<file path="src/rtl/data_ram_arb_pkg.sv">
// Shared types and constants for the two-port data RAM arbiter.
//   port_e     : identifies one of the two requesters (LSU = PORT0, AXI bridge = PORT1)
//   PRIO_*     : values for the top-level PRIO_MODE parameter
//   port_mask(): one-hot request/grant mask for a port
package data_ram_arb_pkg;

    typedef enum logic {
        PORT0 = 1'b0,
        PORT1 = 1'b1
    } port_e;

    localparam int unsigned NUM_PORTS  = 2;
    localparam int unsigned PRIO_RR    = 0;
    localparam int unsigned PRIO_FIXED = 1;

    // One-hot mask with bit N set for port N.
    function automatic logic [NUM_PORTS-1:0] port_mask(input port_e p);
        return (p == PORT1) ? 2'b10 : 2'b01;
    endfunction

endpackage

</file>
<file path="src/rtl/data_ram_arbiter_arb.sv">
// Two-requester arbitration core. Purely combinational: the caller owns
// the round-robin pointer flop and feeds next_ptr back into it.
//   req[1:0]  in   request per port (bit N = port N)
//   ptr       in   current round-robin favourite
//   mode      in   1 = fixed priority to port 0, 0 = round-robin
//   gnt[1:0]  out  one-hot grant, or 0 when nothing requests
//   next_ptr  out  pointer value for the next cycle
module arb_rr_2
    import data_ram_arb_pkg::*;
(
    input  logic [1:0] req,
    input  port_e      ptr,
    input  logic       mode,
    output logic [1:0] gnt,
    output port_e      next_ptr
);

    // Only a genuine conflict moves the pointer; it then points at the loser
    // so the loser wins the next conflict.
    always_comb begin
        gnt      = 2'b00;
        next_ptr = ptr;
        case (req)
            2'b01: gnt = port_mask(PORT0);
            2'b10: gnt = port_mask(PORT1);
            2'b11: begin
                if (mode || (ptr == PORT0)) begin
                    gnt      = port_mask(PORT0);
                    next_ptr = PORT1;
                end else begin
                    gnt      = port_mask(PORT1);
                    next_ptr = PORT0;
                end
            end
            default: begin
                gnt      = 2'b00;
                next_ptr = ptr;
            end
        endcase
    end

endmodule

</file>
<file path="src/rtl/data_ram_arbiter.sv">
// Merges the LSU port (P0) and the AXI-to-mem bridge port (P1) onto the single
// port of the data RAM wrapper. Grants are combinational in the request cycle;
// the RAM answers one cycle later and the response is steered back to the
// port that owned the access. Per-port saturating stall counters are kept for
// performance debug.
// Ports:
//   clk, rst_i                      clock, synchronous active-high reset
//   pN_req_i / pN_gnt_o             request held until granted / same-cycle grant
//   pN_addr_i, pN_we_i, pN_be_i,
//   pN_wdata_i                      access payload of port N
//   pN_rvalid_o, pN_rdata_o         response one cycle after grant (rdata 0 for writes)
//   pN_stall_cnt_o                  cycles with request pending but not granted
//   ram_en_o .. ram_wdata_o         muxed access towards the RAM wrapper
//   ram_rdata_i                     RAM read data, valid one cycle after ram_en_o
//   bypass_en_i / ram_bypass_en_o   test bypass, passed straight through
module data_ram_arbiter
    import data_ram_arb_pkg::*;
#(
    parameter int unsigned ADDR_WIDTH = 14,
    parameter int unsigned DATA_WIDTH = 32,
    parameter int unsigned PRIO_MODE  = 0,
    parameter int unsigned CNT_WIDTH  = 16
) (
    input  logic                    clk,
    input  logic                    rst_i,

    input  logic                    p0_req_i,
    output logic                    p0_gnt_o,
    input  logic [ADDR_WIDTH-1:0]   p0_addr_i,
    input  logic                    p0_we_i,
    input  logic [DATA_WIDTH/8-1:0] p0_be_i,
    input  logic [DATA_WIDTH-1:0]   p0_wdata_i,
    output logic                    p0_rvalid_o,
    output logic [DATA_WIDTH-1:0]   p0_rdata_o,
    output logic [CNT_WIDTH-1:0]    p0_stall_cnt_o,

    input  logic                    p1_req_i,
    output logic                    p1_gnt_o,
    input  logic [ADDR_WIDTH-1:0]   p1_addr_i,
    input  logic                    p1_we_i,
    input  logic [DATA_WIDTH/8-1:0] p1_be_i,
    input  logic [DATA_WIDTH-1:0]   p1_wdata_i,
    output logic                    p1_rvalid_o,
    output logic [DATA_WIDTH-1:0]   p1_rdata_o,
    output logic [CNT_WIDTH-1:0]    p1_stall_cnt_o,

    output logic                    ram_en_o,
    output logic [ADDR_WIDTH-1:0]   ram_addr_o,
    output logic                    ram_we_o,
    output logic [DATA_WIDTH/8-1:0] ram_be_o,
    output logic [DATA_WIDTH-1:0]   ram_wdata_o,
    input  logic [DATA_WIDTH-1:0]   ram_rdata_i,

    input  logic                    bypass_en_i,
    output logic                    ram_bypass_en_o
);

    localparam logic FIXED_PRIO = (PRIO_MODE == PRIO_FIXED);

    port_e                 rr_ptr_q;
    port_e                 rr_ptr_d;
    logic [1:0]            req;
    logic [1:0]            gnt;
    port_e                 winner;

    logic                  rvalid_q;
    port_e                 resp_port_q;
    logic                  resp_we_q;

    logic [CNT_WIDTH-1:0]  p0_stall_q;
    logic [CNT_WIDTH-1:0]  p1_stall_q;

    // Arbitration core
    assign req = {p1_req_i, p0_req_i};

    arb_rr_2 u_arb (
        .req      (req),
        .ptr      (rr_ptr_q),
        .mode     (FIXED_PRIO),
        .gnt      (gnt),
        .next_ptr (rr_ptr_d)
    );

    assign p0_gnt_o = gnt[0];
    assign p1_gnt_o = gnt[1];
    assign winner   = gnt[1] ? PORT1 : PORT0;

    // RAM request mux; an idle cycle drives an all-zero request
    always_comb begin
        ram_en_o    = 1'b0;
        ram_addr_o  = '0;
        ram_we_o    = 1'b0;
        ram_be_o    = '0;
        ram_wdata_o = '0;
        if (gnt[0]) begin
            ram_en_o    = 1'b1;
            ram_addr_o  = p0_addr_i;
            ram_we_o    = p0_we_i;
            ram_be_o    = p0_be_i;
            ram_wdata_o = p0_wdata_i;
        end else if (gnt[1]) begin
            ram_en_o    = 1'b1;
            ram_addr_o  = p1_addr_i;
            ram_we_o    = p1_we_i;
            ram_be_o    = p1_be_i;
            ram_wdata_o = p1_wdata_i;
        end
    end

    assign ram_bypass_en_o = bypass_en_i;

    // Round-robin pointer and response pipeline; reset drops any in-flight response
    always_ff @(posedge clk) begin
        if (rst_i) begin
            rr_ptr_q    <= PORT0;
            rvalid_q    <= 1'b0;
            resp_port_q <= PORT0;
            resp_we_q   <= 1'b0;
        end else begin
            rr_ptr_q    <= rr_ptr_d;
            rvalid_q    <= ram_en_o;
            resp_port_q <= winner;
            resp_we_q   <= ram_we_o;
        end
    end

    // Response steering; write responses carry no data
    always_comb begin
        p0_rvalid_o = rvalid_q && (resp_port_q == PORT0);
        p1_rvalid_o = rvalid_q && (resp_port_q == PORT1);
        p0_rdata_o  = (p0_rvalid_o && !resp_we_q) ? ram_rdata_i : '0;
        p1_rdata_o  = (p1_rvalid_o && !resp_we_q) ? ram_rdata_i : '0;
    end

    // Saturating stall counters, cleared only by reset
    always_ff @(posedge clk) begin
        if (rst_i) begin
            p0_stall_q <= '0;
            p1_stall_q <= '0;
        end else begin
            if (p0_req_i && !gnt[0] && (p0_stall_q != '1)) begin
                p0_stall_q <= p0_stall_q + CNT_WIDTH'(1);
            end
            if (p1_req_i && !gnt[1] && (p1_stall_q != '1)) begin
                p1_stall_q <= p1_stall_q + CNT_WIDTH'(1);
            end
        end
    end

    assign p0_stall_cnt_o = p0_stall_q;
    assign p1_stall_cnt_o = p1_stall_q;

endmodule

</file>
<file path="config.mk">
export PLATFORM = sky130hd
export DESIGN_NAME = data_ram_arbiter
export DESIGN_NICKNAME = d
export VERILOG_FILES = /design/src/rtl/data_ram_arb_pkg.sv /design/src/rtl/data_ram_arbiter_arb.sv /design/src/rtl/data_ram_arbiter.sv
export SDC_FILE = /design/constraint.sdc
export NUM_CORES = 1
export LEC_CHECK = 0
export ABC_AREA = 1
export CAP_MARGIN = 20
export CORE_AREA = 5 5 109 111
export CTS_BUF_LIST = sky130_fd_sc_hd__clkbuf_4
export CTS_CLUSTER_SIZE = 30
export DETAILED_ROUTE_END_ITERATION = 8
export DIE_AREA = 0 0 114 116
export GPL_ROUTABILITY_DRIVEN = 0
export PLACE_DENSITY = 0.75
export SYNTH_ARGS = -nofsm -noshare
export SYNTH_HDL_FRONTEND = slang
export SYNTH_SLANG_ARGS = --single-unit
</file>
<file path="constraint.sdc">
create_clock -name clk -period 2.15 [get_ports clk]
set_clock_uncertainty 0.2 [all_clocks]
set_input_delay 0.43 -clock clk [delete_from_list [all_inputs] [get_ports clk]]
set_output_delay 0.43 -clock clk [all_outputs]
set_load 0.01 [all_outputs]
</file>
# --- Yosys cells after proc, flatten, opt, wreduce, memory -nomap -nowiden ---
# Cells that the tools add are included.
totals:
  register_bits: 36
  out_inout_bits: 153
classes:
  bitwise_logic: 1
  eq_ne: 5
  add_sub_neg: 2
  n_reduce_logical: 11
  muxes: 15
ops:
  columns: ["cell", "count"]
  rows:
  - ["32-bit 2-to-1 mux", 4]
  - ["16-bit by 1-bit adder with 16-bit output (second input constant)", 2]
  - ["16-bit != test (second input constant)", 2]
  - ["14-bit 2-to-1 mux", 2]
  - ["1-bit logical AND", 8]
  - ["4-bit 2-to-1 mux", 2]
  - ["2-bit case mux with 3 select lines", 1]
  - ["1-bit 2-to-1 mux", 5]
  - ["2-bit equality test (second input constant)", 2]
  - ["1-bit zero test", 3]
  - ["2-bit by 1-bit equality test with 1-bit output (second input constant)", 1]
  - ["2-bit 2-to-1 mux", 1]
  - ["1-bit NOT", 1]

# --- Depth between registers and ports, before layout ---
depth:
  depth_word: 5
  depth_mapped: 10
  ltp_nobuf: 9

# --- Modules after synthesis ---
# Synthesis repeated with hierarchy kept, for this count alone.
unflattened:
  hier_cells: 491
  area_unflattened_um2: 2974.1
modules_own_cells:
  columns: ["mod", "seq_area_each_um2", "area_each_um2", "cells_each", "n_inst"]
  rows:
  - ["data_ram_arbiter", 720.7, 2915.3, 477, 1]
  - ["arb_rr_2", 0.0, 58.8, 14, 1]

# --- Worst setup path after synthesis ---
# No wires, ideal clock.
synth_path:
  kind: "input-to-output"
  from: "input p1_req_i"
  to: "output ram_addr_o[10]"
  stages: 5
  arrival_time_ps: 1280
  t_required_ps: 1520
  slack_ps: 240
  cell_sequence: "nand3_2 nand2_1 inv_2 clkbuf_1 a22o_1"
synth_between:
  word_cells_on_any_way: 6
  cone_classes: "eq/ne (3); mux (3)"
synth_rtl:
  columns: ["element", "line", "rtl"]
  rows:
  - ["start: declaration", "data_ram_arbiter.sv:37", "input logic p1_req_i,"]
  - ["2-bit equality test / 2-bit by 1-bit equality test with 1-bit output (equally long branches)", "data_ram_arbiter_arb.sv:23", "case (req)"]
  - ["2-bit case mux with 3 select lines *", "data_ram_arbiter_arb.sv:23", null]
  - ["net p0_gnt_o", "data_ram_arbiter.sv:28", "output logic p0_gnt_o,"]
  - ["14-bit 2-to-1 mux *", "data_ram_arbiter.sv:95", "if (gnt[0]) begin"]
  - ["end: declaration", "data_ram_arbiter.sv:48", "output logic [ADDR_WIDTH-1:0] ram_addr_o,"]
# Mark *: on every way through the listed nets, which the timed path passes. The rest lies on a longest branch.

# --- Worst setup path in the final report ---
layout_path:
  from: "register rr_ptr_q"
  to: "output ram_wdata_o[1]"
layout_between:
  elab_chain_cells: 4
layout_lines:
  columns: ["element", "line", "rtl"]
  rows:
  - ["start: declaration", "data_ram_arbiter.sv:60", "port_e rr_ptr_q;"]
  - ["start signal: assignment", "data_ram_arbiter.sv:120", "rr_ptr_q <= rr_ptr_d;"]
  - ["2-bit 2-to-1 mux *", "data_ram_arbiter_arb.sv:27", "if (mode || (ptr == PORT0)) begin"]
  - ["2-bit case mux with 3 select lines *", "data_ram_arbiter_arb.sv:23", null]
  - ["32-bit 2-to-1 mux", "data_ram_arbiter.sv:101", "end else if (gnt[1]) begin"]
  - ["32-bit 2-to-1 mux *", "data_ram_arbiter.sv:95", null]
  - ["end: declaration", "data_ram_arbiter.sv:51", "output logic [DATA_WIDTH-1:0] ram_wdata_o,"]
# Mark *: on every way between the ends. The rest lies on a longest branch, timed or not.

==> impl_results.md <==
- Failing checks: setup timing
- Sw Share: 27.9%
- Layout fillers: 979
- Root buf cell: clkbuf_4
- Register area: 727 um2
- Measured slew at the worst slew-check pin: 0.913 ns
- Final Critical Period: 2.37 ns
- RSZ-0062 raised after global routing: true
- Final hold slack: 0.314 ns
- Pin count of the biggest net entering global routing: 33
- I/O Pins: 292
- Vias in the first global route: 4436
- Critical Path RT: 1.52 ns
- Reg2Reg Capture Point: p1_stall_cnt_o[14]
- Fin. Hold Viols: 0
- YS warnings: 0
- Clock transition at path regs: 0.11 ns
- Startpoint class of the critical path: register
- Synth-to-Final Area Change: 129%
- Critical hold path startpoint: p0_req_i
- Placed cells: 922
- Top_reg_cell synth: dfxtp_1
- Worst Setup Path Type: register to output pin
- Multi-input gate area: 1950 um2
- Sequential share of power: 28.1%
- Share of layout cells above drive strength 1: 26.8%
- Initial core utilization: 26.2%
- Via count: 4629
- CTS Sinks: 36
- Placed cell area: 5990 um2
- Max Clk Rate: 421 MHz
- PD cells: 381 nW/um2
- Rel. slew slack: 39.1%
- DRC: 0
- Status: finished with violations
- Comb power frac: 42.4%
- Power Internal: 1.76 mW
- Hold Path Depth: 4
- Die width: 114 um
- Synth top area share: 25.7%
- # nets final: 958
- Syn Std Cell Area: 2810 um2
- DR WL/cell: 19.8 um
- Crit. End Element: output pin
- Cell taking the most area after synthesis: dfxtp_1
- Syn_nets: 633
- ANT nets after route: 0
- Pre-CTS WS: -0.768 ns
- VDD IR max: 0.250 mV
- Number of synthesized register bits: 36
- Number of flops mapped to enable cells by yosys: 0
- Final Instance Count excl. Fillers: 958
- # rows: 38
- Static leakage: 3.02 nW
- Final Max Tran Viols: 0
- First-pass GRT wire length: 26100 um
- Worst-Skew Late Latency: 0.33 ns
- Remaining Overflow, GRT: 0
- PortBufs: 289
- Max_cap viols: 0
- Reg2Reg Depth: 9
- Antenna Diode Count: 0
- Cell with the most instances after synthesis: nor2_1
- Core ar.: 10700 um2
- Final period utilization: 110%
- Largest cells by area after synthesis: dfxtp_1 (26%), nor2_1 (21%), a22o_1 (16%)
- Syn avg cell area: 5.70 um2
- Detailed Routing Iterations Pass 1: 5
- Clock share of power: 29.5%
- Post-synth cell types: 23
- Final WL: 19000 um
- Finished Cell Area: 6410 um2
- Setup TNS: -4.05 ns
- Slowest cell delay on critical path: 0.39 ns
- Die Y: 116 um
- First DRT Iteration DRCs: 384
- Post-synthesis sequential area ratio: 25.7%
- CTS buffer count: 5
- Share of flip-flops with an asynchronous set or reset: 0%
- Overall die area: 13200 um2
- Power after layout: 2.44 mW
- Vias/cell: 4.83
- Post-DP HPWL: 14500 um
- Switching power: 0.682 mW
- Clock Path Buffers: 2
- R2r startpoint: p1_stall_cnt_o[0]
- H-tree depth: 2
- Final setup viols: 44
- Critical path, cell by cell: o21ai_4, inv_6, buf_12, buf_16, buf_4, a22o_1, buf_2
- Finished Core Util: 60.0%
- Critical Path AT: 1.74 ns
- CTS tree: done
- Initial antenna violation count: 6
- R2R Setup Slk: 0.21 ns
- Most frequent cells after synthesis: nor2_1 (157), nand2_1 (104), inv_1 (63)
- Crit Path Max Fanout: 7
- Cell at the slowest stage of the critical path: dfxtp_4
- Post-synthesis cell count: 492
- Final worst slack: -0.225 ns
- WHS Endpoint: rvalid_q
- Worst hold path class: input port to register
- GR Util All Layers: 26.1%
==> registers in the layout (all words and copies together) (netlist names) <==
| register | count |
|---|---|
| resp_we_q | 1 |
| p1_stall_cnt_o | 16 |
| rr_ptr_q | 1 |
| p0_stall_cnt_o | 16 |
| rvalid_q | 1 |
| resp_port_q | 1 |
==> critical path: cells and delay by family (launching register included) <==
kind                   cells  cell delay (ns)
AO/OA/AOI/OAI              2             0.36
buffers and inverters      5             0.67
flip-flops                 1             0.39
==> power by group through the flow <==
stage                     Combinational [mW]  Clock, mW  Sequential (mW)
after global placement                 0.888          0            0.698
after detailed placement               0.894          0            0.698
after CTS                              0.988      0.734            0.685
after global routing                    1.09      0.770            0.688
final                                   1.04      0.720            0.686
after floorplan                        0.274          0            0.698
==> worst max path at each step <==
stage	from	to	cells after the start
finish	rr_ptr_q	ram_wdata_o[1]	7
global route	rr_ptr_q	ram_wdata_o[1]	7
CTS	rr_ptr_q	ram_wdata_o[0]	7
detailed placement	p0_req_i	ram_wdata_o[17]	7
global placement	p0_req_i	ram_wdata_o[17]	7
floorplan	p1_req_i	ram_addr_o[10]	5
==> metal layers <==
layer | up-vias | part of all wire (%) | wire length, um | global-route usage, %
met5 | - | 0.42 | 79 | 0
met1 | 2118 | 41 | 7700 | 33.3
met4 | 12 | 1.8 | 332 | 4.75
li1 | 2212 | - | - | -
met2 | 253 | 45 | 8510 | 40.8
met3 | 34 | 12 | 2340 | 12.3
==> kinds of logic (layout without fill, tap and decap cells) <==
logic type,count (synthesis),after routing,share of synthesized area (%)
AOI/OAI and AO/OA,69,69,19.0
adders and majority gates,2,2,0.892
buffers and inverters,87,413,12.1
DFF,36,36,25.7
and+or+nand+nor,298,298,42.3
==> what timing repair did <==
action,4_1_cts,5_1_grt
setup buffers,16,3
gates cloned,11,1
resized for setup,420,122
hold buffers,0,0
setup endpoints to repair,118,118
pin swaps,32,6
==> layout make-up <==
type                       instances  share of cell area, %
inverter                          65                   4.00
clock buffer                       5                  0.585
sequential                        36                   11.3
multi-input combinational        369                   30.4
tap                              140                   2.73
clock inverter                     3                   1.40
timing repair buffer             340                   49.6
==> layout by cell type (no fill, tap or decap), drive strengths merged, types with 6 or more instances in the layout <==
cell	netlist	routed
nand2	104	104
a22o	50	50
a21oi	12	12
nor2	164	164
dfxtp	36	36
o21ai	6	6
clkdlybuf4s50	0	169
nand3	22	22
clkbuf	19	41
inv	65	65
buf	3	131
Power figures use the tool's default switching activity.
